==> config.mk <==
export PLATFORM = sky130hd
export DESIGN_NAME = ex_mem_stage
export DESIGN_NICKNAME = d
export VERILOG_FILES = /design/src/rtl/ex_mem_stage.sv
export SDC_FILE = /design/constraint.sdc
export NUM_CORES = 1
export LEC_CHECK = 0
export ABC_AREA = 1
export CAP_MARGIN = 10
export CORE_ASPECT_RATIO = 1.2
export CORE_MARGIN = 10
export CORE_UTILIZATION = 42
export DETAILED_ROUTE_END_ITERATION = 16
export PLACE_DENSITY = 0.8
export SLEW_MARGIN = 5
export SYNTH_ARGS = -nofsm -noshare
export SYNTH_HDL_FRONTEND = slang
export SYNTH_SLANG_ARGS = --single-unit
export TNS_END_PERCENT = 100
==> constraint.sdc <==
create_clock -name clk -period 1.7 [get_ports clk]
set_clock_uncertainty 0.05 [all_clocks]
set_input_delay 0.17 -clock clk [delete_from_list [all_inputs] [get_ports clk]]
set_output_delay 0.17 -clock clk [all_outputs]
set_load 0.02 [all_outputs]
==> src/rtl/ex_mem_stage.sv <==
// EX/MEM pipeline register with branch resolution, halt FSM and retired-instruction counter.
// Optional execute-stage forwarding outputs are enabled by defining EXMEM_FWD_EN.
`timescale 1ns/1ps
module ex_mem_stage #(
  parameter int WIDTH = 16,
  parameter int RF_AW = 2
) (
  input  logic             clk,
  input  logic             reset_n,
  input  logic             in_valid,
  input  logic [WIDTH-1:0] in_c,
  input  logic             in_flag,
  input  logic [WIDTH-1:0] in_b,
  input  logic [WIDTH-1:0] in_target,
  input  logic             in_is_branch,
  input  logic             in_is_load,
  input  logic             in_is_store,
  input  logic             in_reg_write,
  input  logic             in_halt,
  input  logic [RF_AW-1:0] in_dest,
  input  logic             stall,
  input  logic             flush,
  output logic             in_ready,
  output logic             out_valid,
  output logic [WIDTH-1:0] out_c,
  output logic [WIDTH-1:0] out_b,
  output logic             out_is_load,
  output logic             out_is_store,
  output logic             out_reg_write,
  output logic [RF_AW-1:0] out_dest,
  output logic             branch_taken,
  output logic [WIDTH-1:0] branch_target,
  output logic             halted,
  output logic [15:0]      num_inst
`ifdef EXMEM_FWD_EN
  ,
  output logic             fwd_valid,
  output logic [RF_AW-1:0] fwd_dest,
  output logic [WIDTH-1:0] fwd_data
`endif
);

  typedef enum logic {
    RUN    = 1'b0,
    HALTED = 1'b1
  } state_t;

  state_t state_q, state_d;

  logic             vld_p1;
  logic [WIDTH-1:0] c_p1;
  logic [WIDTH-1:0] b_p1;
  logic             ld_p1;
  logic             st_p1;
  logic             rw_p1;
  logic [RF_AW-1:0] dest_p1;
  logic             bt_p1;
  logic [WIDTH-1:0] tgt_p1;
  logic [15:0]      cnt_p1;

  logic shadow;
  logic accept;

  function automatic logic [15:0] sat_inc(input logic [15:0] v);
    return (v == 16'hFFFF) ? v : v + 16'd1;
  endfunction

  // The instruction presented while a redirect is being signalled is wrong-path.
  assign shadow   = bt_p1;
  assign in_ready = !stall && (state_q == RUN) && !shadow;
  assign accept   = in_valid && in_ready && !flush;

  always_ff @(posedge clk or negedge reset_n) begin
    if (!reset_n) state_q <= RUN;
    else          state_q <= state_d;
  end

  always_comb begin
    state_d = state_q;
    case (state_q)
      RUN:     if (accept && in_halt) state_d = HALTED;
      HALTED:  state_d = HALTED;
      default: state_d = RUN;
    endcase
  end

  // EX -> MEM capture (p1)
  always_ff @(posedge clk or negedge reset_n) begin
    if (!reset_n) begin
      vld_p1  <= 1'b0;
      c_p1    <= '0;
      b_p1    <= '0;
      ld_p1   <= 1'b0;
      st_p1   <= 1'b0;
      rw_p1   <= 1'b0;
      dest_p1 <= '0;
      bt_p1   <= 1'b0;
      tgt_p1  <= '0;
      cnt_p1  <= '0;
    end else if (stall) begin
      bt_p1 <= 1'b0;
    end else if (accept) begin
      vld_p1  <= 1'b1;
      c_p1    <= in_c;
      b_p1    <= in_b;
      ld_p1   <= in_is_load;
      st_p1   <= in_is_store;
      rw_p1   <= in_reg_write;
      dest_p1 <= in_dest;
      bt_p1   <= in_is_branch && in_flag;
      tgt_p1  <= in_target;
      cnt_p1  <= sat_inc(cnt_p1);
    end else begin
      vld_p1 <= 1'b0;
      bt_p1  <= 1'b0;
    end
  end

  assign out_valid     = vld_p1;
  assign out_c         = c_p1;
  assign out_b         = b_p1;
  assign out_is_load   = ld_p1;
  assign out_is_store  = st_p1;
  assign out_reg_write = rw_p1;
  assign out_dest      = dest_p1;
  assign branch_taken  = bt_p1;
  assign branch_target = tgt_p1;
  assign halted        = (state_q == HALTED);
  assign num_inst      = cnt_p1;

`ifdef EXMEM_FWD_EN
  // Loads are excluded: their value only exists after the memory read.
  assign fwd_valid = vld_p1 && rw_p1 && !ld_p1;
  assign fwd_dest  = dest_p1;
  assign fwd_data  = c_p1;
`endif

endmodule
# Word level (Yosys, flattened, before mapping)
# Index checks and enable logic that the tools add are counted.
# word_totals
input_bits	61
regBits	72
output_inout_bits	73
wordCells	32
# classes
addsub	1
bitwise	3
n_reduce_logical	11
n_mux	5
eq_ne	1
# ops
cell	count
$add 16x1->16 const B	1
$eq 16x16->1 const B	1
$logic_and 1x1->1	6
$mux 1	4
$logic_not 1->1	3
$not 1->1	3
$reduce_and 3->1	1
$pmux 1 s2	1
$reduce_and 2->1	1

# Depth between registers and ports, before layout
# Gate-level depths: netlist of the first run.
# depth
ltp_word	8
mapped_depth	9
ltp_nobuf	9

# Least setup slack after synthesis of the first run
# No wires, ideal clock.
# synth_timing
path_type	register -> register
start	register cnt_p1[0] (netlist: num_inst[0])
end	register cnt_p1[13] (netlist: num_inst[13])
n_path_buf	1
required_ns	1.533
setup_time_ns	0.117
path_stages_with_launch	10
synth_period_minus_slack_ns	1.626
t_arrival_ns	1.459
slack_ns	0.074
path_cell_list	dfrtp_1 ha_1 nand3_2 inv_2 nand2_2 nor2_4 nor2_4 buf_6 nand2_1 nand2_1
# synth_via
elab_chain_len	3
elab_cells_between_ends	4
classes_between	add/sub (1); eq/ne (1); bitwise (1); reduce/logical (1)
# synth_rtl
item	line_no	source
start: declaration	59	logic [15:0] cnt_p1;
start signal: assignment	112	cnt_p1 <= sat_inc(cnt_p1);
branches (longest 3 deep; another with $add 16x1->16)	--	
# Several ways; the timed one is not identified.
# A chain may end at the register's enable or synchronous reset.

# Worst setup path in the final report of the first run
# layout_timing
start	register cnt_p1[8] (netlist: num_inst[8])
end	output port num_inst[8]
# layout_rtl
item	line_no	source
end: declaration	34	output logic [15:0] num_inst
# No word-level cell between the ends.

==> results.ini, run 1 <==
[status]
outcome = finished clean

[clock_network]
htree_num_levels = 3
clk_pin_slew_ns = 0.08
cts_buffers = 9
cts_tree = done
clockRootBuffer = clkbuf_8
clkSinkCount = 72
insertion_delay_ns = 0.35
clockBufferDepth = 2

[critical_path]
crit_path_max_incr_delay_ns = 0.67
cp-start-kind = flop
worst_ep_required_time_ns = 1.48
ff2ff_setup_slack_ns = 0.19
cp_slowest_cell = clkdlybuf4s50_1
cp_num_buf_inv = 1
cp_top_family = buffers and inverters
worstPathCellList = clkdlybuf4s50_1
path_class = flop to primary output
endpoint_kind = primary output
cp.arrival_ns = 1.44
worstPathMaxFanout = 4

[worst_hold_path]
hp-class = primary input to asynchronous set/reset pin

[finish]
fin_nets = 588
syn_to_final_growth_pct = 56.2
layout-drive-gt1-share = 0.0810
num_antenna_cells = 0

[synthesis]
muxShareOfSynthArea = 0
synth_fa_ha_area_frac = 0.00400
postSynthCellCount = 384
syn-num-nets = 446
synth_top_area_frac = 0.575
ys_ff_latch = 72
yosysTopAreaCell = dfrtp_1
synth_warnings = 0
synth_compound_area_frac = 0.0292
yosys-top-cells-area = dfrtp_1 58%, nand2_1 26%, nor2_1 2.6%
ys_seq_area_frac = 0.575
synth_top_family_by_area = simple AND/OR/NAND/NOR gates
synth-simple-area-share = 0.331
syn_area_um2 = 3130
synth_cell_type_count = 20
synth_xor_area_frac = 0.0140
syn_avg_cell_area_um2 = 8.16

[timing]
maxSlewHeadroom = 0.695
hold_viol = 0
report.final.slew_viol_count = 0
worst_pin_slew_ns = 0.457
rsz0062_at_grt = no
min_period_ns = 1.66
setup_ws_ns = 0.0407
finalSetupViolCount = 0
post-route-period-util = 0.976
fmax_ghz = 0.603

[grt]
track_usage = 0.164
grt_pass1_wl_mm = 15.1
grt_max_degree = 41
grt_overflow = 0
antenna_found_initial = 0
grt_pass1_vias = 3036

[detailed_routing]
avgRoutedWirePerCell_um = 15.0
drtIter0Drc = 111
firstDrtPassIters = 4
drcViolationCount = 0
vias = 2878
via_per_inst = 4.63
wirelength_mm = 9.29
ant_nets = 0

[power_and_ir_drop]
power.density_nw_per_um2 = 1230
ir_drop_mv = 0.661
p_leak_nw = 2.39
total_power_w = 0.00603

[floorplan]
die_h_um = 115
fp.dieW_um = 98.8
io_pins = 134
core-area_um2 = 7270
start_util = 0.431
die-area_um2 = 11300
rows = 34

[place]
gp_congestion = 0.788
portBuffers = 133
preCtsSetupSlack_ns = -0.0260
dp_hpwl_mm = 7.00

[run]
cap_violations = 0

[layer usage]
layer	GRT usage	wire length, um	part of all wire
met1	0.170	3510	0.38
met2	0.282	4830	0.52
met3	0.0785	810	0.087
met4	0.0603	137	0.015
met5	0	0	0
[layout by cell type, fill, tap and decap left out]
cell / n
a31o_2: 1
buf_12: 4
buf_4: 7
bufinv_16: 3
clkbuf_1: 1
clkbuf_8: 10
clkdlybuf4s15_1: 1
clkdlybuf4s50_1: 124
clkinv_2: 2
clkinv_4: 1
dfrtp_1: 72
dlygate4sd2_1: 3
dlygate4sd3_1: 1
dlymetal6s2s_1: 4
ha_2: 1
inv_1: 16
inv_2: 1
nand2_1: 221
nand2_2: 3
nand3_1: 7
nand3_2: 1
nand4_1: 5
nor2_1: 22
nor2_2: 1
nor2_4: 2
o21ai_0: 6
o21ai_2: 5
o21ai_4: 1
xnor2_1: 3
xor2_1: 2
[cells by family (layout without fill, tap and decap cells)]
kind of cell               Yosys count  after routing
AOI/OAI and AO/OA                   13             13
xor gates and xnor gates             5              5
adders and majority gates            1              1
buffers and inverters               31            178
DFF                                 72             72
and+or+nand+nor                    262            262
[through the flow]
step	area, um^2	instances	util	setup TNS, ns	hold WS, ns
after floorplan	3130	384	-	0	-0.176
after global placement	4610	603	0.634	0	0.103
after detailed placement	4610	603	0.634	-0.0619	0.103
after CTS	4860	620	0.669	0	0.271
after global routing	4890	621	0.673	0	0.289
final	4890	621	0.673	0	0.267
[what timing repair did]
action	in CTS	in global routing
buffers inserted	0	1
setup endpoints to repair	4	15
endpoints found under the hold margin	32	0
gates resized for setup	4	7
hold buffers	1	0
[synthesized netlist by cell type, drive strengths merged]
cell    count
nand2     224
dfrtp      72
nor2       25
inv        17
buf        13
o21ai      12
nand3       8
nand4       5
xnor2       3
xor2        2
a31o        1
clkinv      1
ha          1
[sequential cells by signal, indices dropped and copies added (netlist names)]
signal / count
branch_taken: 1
branch_target: 16
halted: 1
num_inst: 16
out_b: 16
out_c: 16
out_dest: 2
out_is_load: 1
out_is_store: 1
out_reg_write: 1
out_valid: 1
[where the power goes]
part / internal [W] / switching, W
sequential: 0.00207 / 0.000259
clock: 0.00102 / 0.000660
combinational: 0.000980 / 0.00105
total: 0.00406 / 0.00197
[worst paths after layout]
check | from | to | depth (start not counted)
worst max-delay path | num_inst[8] | num_inst[8] | 1
worst min-delay path | reset_n | num_inst[9] | 2
worst max register to register | num_inst[1] | num_inst[3] | 9
worst min register to register | branch_target[13] | branch_target[13] | 2
max in group asynchronous | reset_n | branch_target[11] | 3
min in group clk | in_b[15] | out_b[15] | 3
[area by class of cell]
type	count	area [um^2]
fill	595	2380
sequential	72	1800
timing repair buffer	144	1470
multi-input combinational	281	1190
clock buffer	11	141
tap	90	113
clock inverter	5	104
inverter	18	68.8
Note: power is estimated with default switching activity, not from simulation.
==> inputs of run 2 (changes only) <==
--- a/config.mk
+++ b/config.mk
@@ -7,11 +7,13 @@
 export LEC_CHECK = 0
 export ABC_AREA = 1
 export CAP_MARGIN = 10
+export CELL_PAD_IN_SITES_DETAIL_PLACEMENT = 0
+export CELL_PAD_IN_SITES_GLOBAL_PLACEMENT = 1
 export CORE_ASPECT_RATIO = 1.2
 export CORE_MARGIN = 10
-export CORE_UTILIZATION = 42
+export CORE_UTILIZATION = 30
 export DETAILED_ROUTE_END_ITERATION = 16
-export PLACE_DENSITY = 0.8
+export PLACE_DENSITY_LB_ADDON = 0.1
 export SLEW_MARGIN = 5
 export SYNTH_ARGS = -nofsm -noshare
 export SYNTH_HDL_FRONTEND = slang
==> results.ini, run 2 (same netlist as run 1, synthesis figures left out) <==
[critical_path]
cp-start-kind = flop
worst_ep_required_time_ns = 1.48  ; about the same
worstPathMaxFanout = 6  ; +2
cp_slowest_cell = clkdlybuf4s50_1
path_class = flop to primary output
worstPathCellList = buf_4, clkdlybuf4s50_1
endpoint_kind = primary output
cp.arrival_ns = 1.42  ; -0.02 ns
crit_path_max_incr_delay_ns = 0.60  ; -0.07 ns

[grt]
grt_overflow = 0  ; unchanged
grt_pass1_wl_mm = 16.1  ; +6.8%
antenna_found_initial = 0  ; unchanged
grt_max_degree = 43  ; +4.9%
grt_pass1_vias = 3098  ; +2.0%
track_usage = 0.134  ; -0.0304

[place]
gp_congestion = 0.721  ; -8.5%
placed_area_um2 = 4720  ; +2.4%
portBuffers = 133  ; unchanged
dp_hpwl_mm = 7.35  ; +4.9%

[clock_network]
insertion_delay_ns = 0.33  ; -0.02 ns
clockBufferDepth = 2  ; unchanged
clk_pin_slew_ns = 0.05  ; -0.03 ns
cts_tree = done
cts_buffers = 9  ; unchanged
htree_num_levels = 3  ; unchanged
clockRootBuffer = clkbuf_16
clkSinkCount = 72  ; unchanged

[timing]
rsz0062_at_grt = no
holdWs_ns = 0.319  ; +0.0521 ns
hold_viol = 0  ; unchanged
worst_pin_slew_ns = 0.437  ; -0.0194 ns
maxSlewHeadroom = 0.708  ; +0.0130
fmax_ghz = 0.610  ; +1.1%
min_period_ns = 1.64  ; -0.0187 ns
finalSetupTns_ns = 0  ; unchanged
finalSetupViolCount = 0  ; unchanged
post-route-period-util = 0.965  ; -0.0110
report.final.slew_viol_count = 0  ; unchanged

[detailed_routing]
drcViolationCount = 0  ; unchanged
wirelength_mm = 9.79  ; +5.4%
firstDrtPassIters = 4  ; unchanged
vias = 2910  ; +1.1%
drtIter0Drc = 92  ; -17%
ant_nets = 0  ; unchanged
via_per_inst = 4.41  ; -4.9%
avgRoutedWirePerCell_um = 14.8  ; -0.83%

[finish]
final_common_cell = nand2_1
multi_input_area_um2 = 1190  ; -0.21%
layout_common_cells = 221 x nand2_1, 128 x clkdlybuf4s50_1, 72 x dfrtp_1
num_antenna_cells = 0  ; unchanged
nFillCells = 1025  ; +72%
fin_util = 0.496  ; -0.176
fin_area_um2 = 5020  ; +2.5%
syn_to_final_growth_pct = 60.2
regArea_um2 = 1800  ; unchanged
layout-drive-gt1-share = 0.0824  ; +0.00142
fin_nets = 594  ; +1.0%

[run]
cap_violations = 0  ; unchanged

[status]
outcome = finished clean

[floorplan]
core-area_um2 = 10100  ; +39%
rows = 40  ; +18%
start_util = 0.310  ; -0.121
io_pins = 134  ; unchanged
fp.dieW_um = 113  ; +15%
die_h_um = 132  ; +15%
die-area_um2 = 14900  ; +32%

[power_and_ir_drop]
p_leak_nw = 2.39  ; -0.15%
ir_drop_mv = 0.499  ; -25%
power.density_nw_per_um2 = 1230  ; about the same

[worst_hold_path]
hp-class = primary input to asynchronous set/reset pin

run 2: routing by layer:
| metal | GRT usage | part of all wire | vias up |
|---|---|---|---|
| met2 | 0.224 | 0.50 | 72 |
| met4 | 0.0558 | 0.017 | 0 |
| met1 | 0.143 | 0.40 | 1360 |
| met5 | 0 | 0 | - |
| met3 | 0.0560 | 0.087 | 13 |
| li1 | - | - | 1465 |
run 2: worst paths after layout:
path	startpoint	end	slack (ns)	cells after the start
worst max-delay path	num_inst[0]	num_inst[0]	0.06	2
worst min-delay path	reset_n	out_dest[0]	0.32	2
worst max register to register	num_inst[6]	num_inst[15]	0.23	7
worst min register to register	out_b[3]	out_b[3]	0.42	2
max in group asynchronous	reset_n	out_b[7]	0.70	3
min in group clk	in_c[13]	out_c[13]	0.32	3
run 2: through the flow:
step	setup WS, ns	cells	total power [W]
after floorplan	0.0740	384	0.00327
after global placement	0.0177	646	0.00444
after detailed placement	0.0239	646	0.00445
after CTS	0.0169	660	0.00631
after global routing	0.00249	660	0.00656
final	0.0594	660	0.00619
run 2: where the power goes:
| group | leakage, nW | switching, W | internal [W] |
|---|---|---|---|
| Combinational | 1.37 | 0.00106 | 0.000997 |
| Clock | 0.135 | 0.000659 | 0.00115 |
| Sequential | 0.883 | 0.000250 | 0.00207 |
| Total | 2.39 | 0.00197 | 0.00422 |
run 2: final cells by class:
cell class                      count  area share
Timing Repair Buffer              150       0.303
Tap cell                          126      0.0314
Clock buffer                       12      0.0491
Clock inverter                      1     0.00599
Inverter                           18      0.0137
Sequential cell                    72       0.359
Multi-Input combinational cell    281       0.237
run 2: timing repair:
action,4_1_cts,5_1_grt
endpoints found under the hold margin,30,0
endpoints found under the setup margin,3,9
setup buffers,0,0
hold buffers,1,0
resized for setup,3,2
run 2: critical path, delay by kind of cell (launching register included):
family	cells	cell delay (ns)
DFF	1	0.35
buffers and inverters	2	0.74
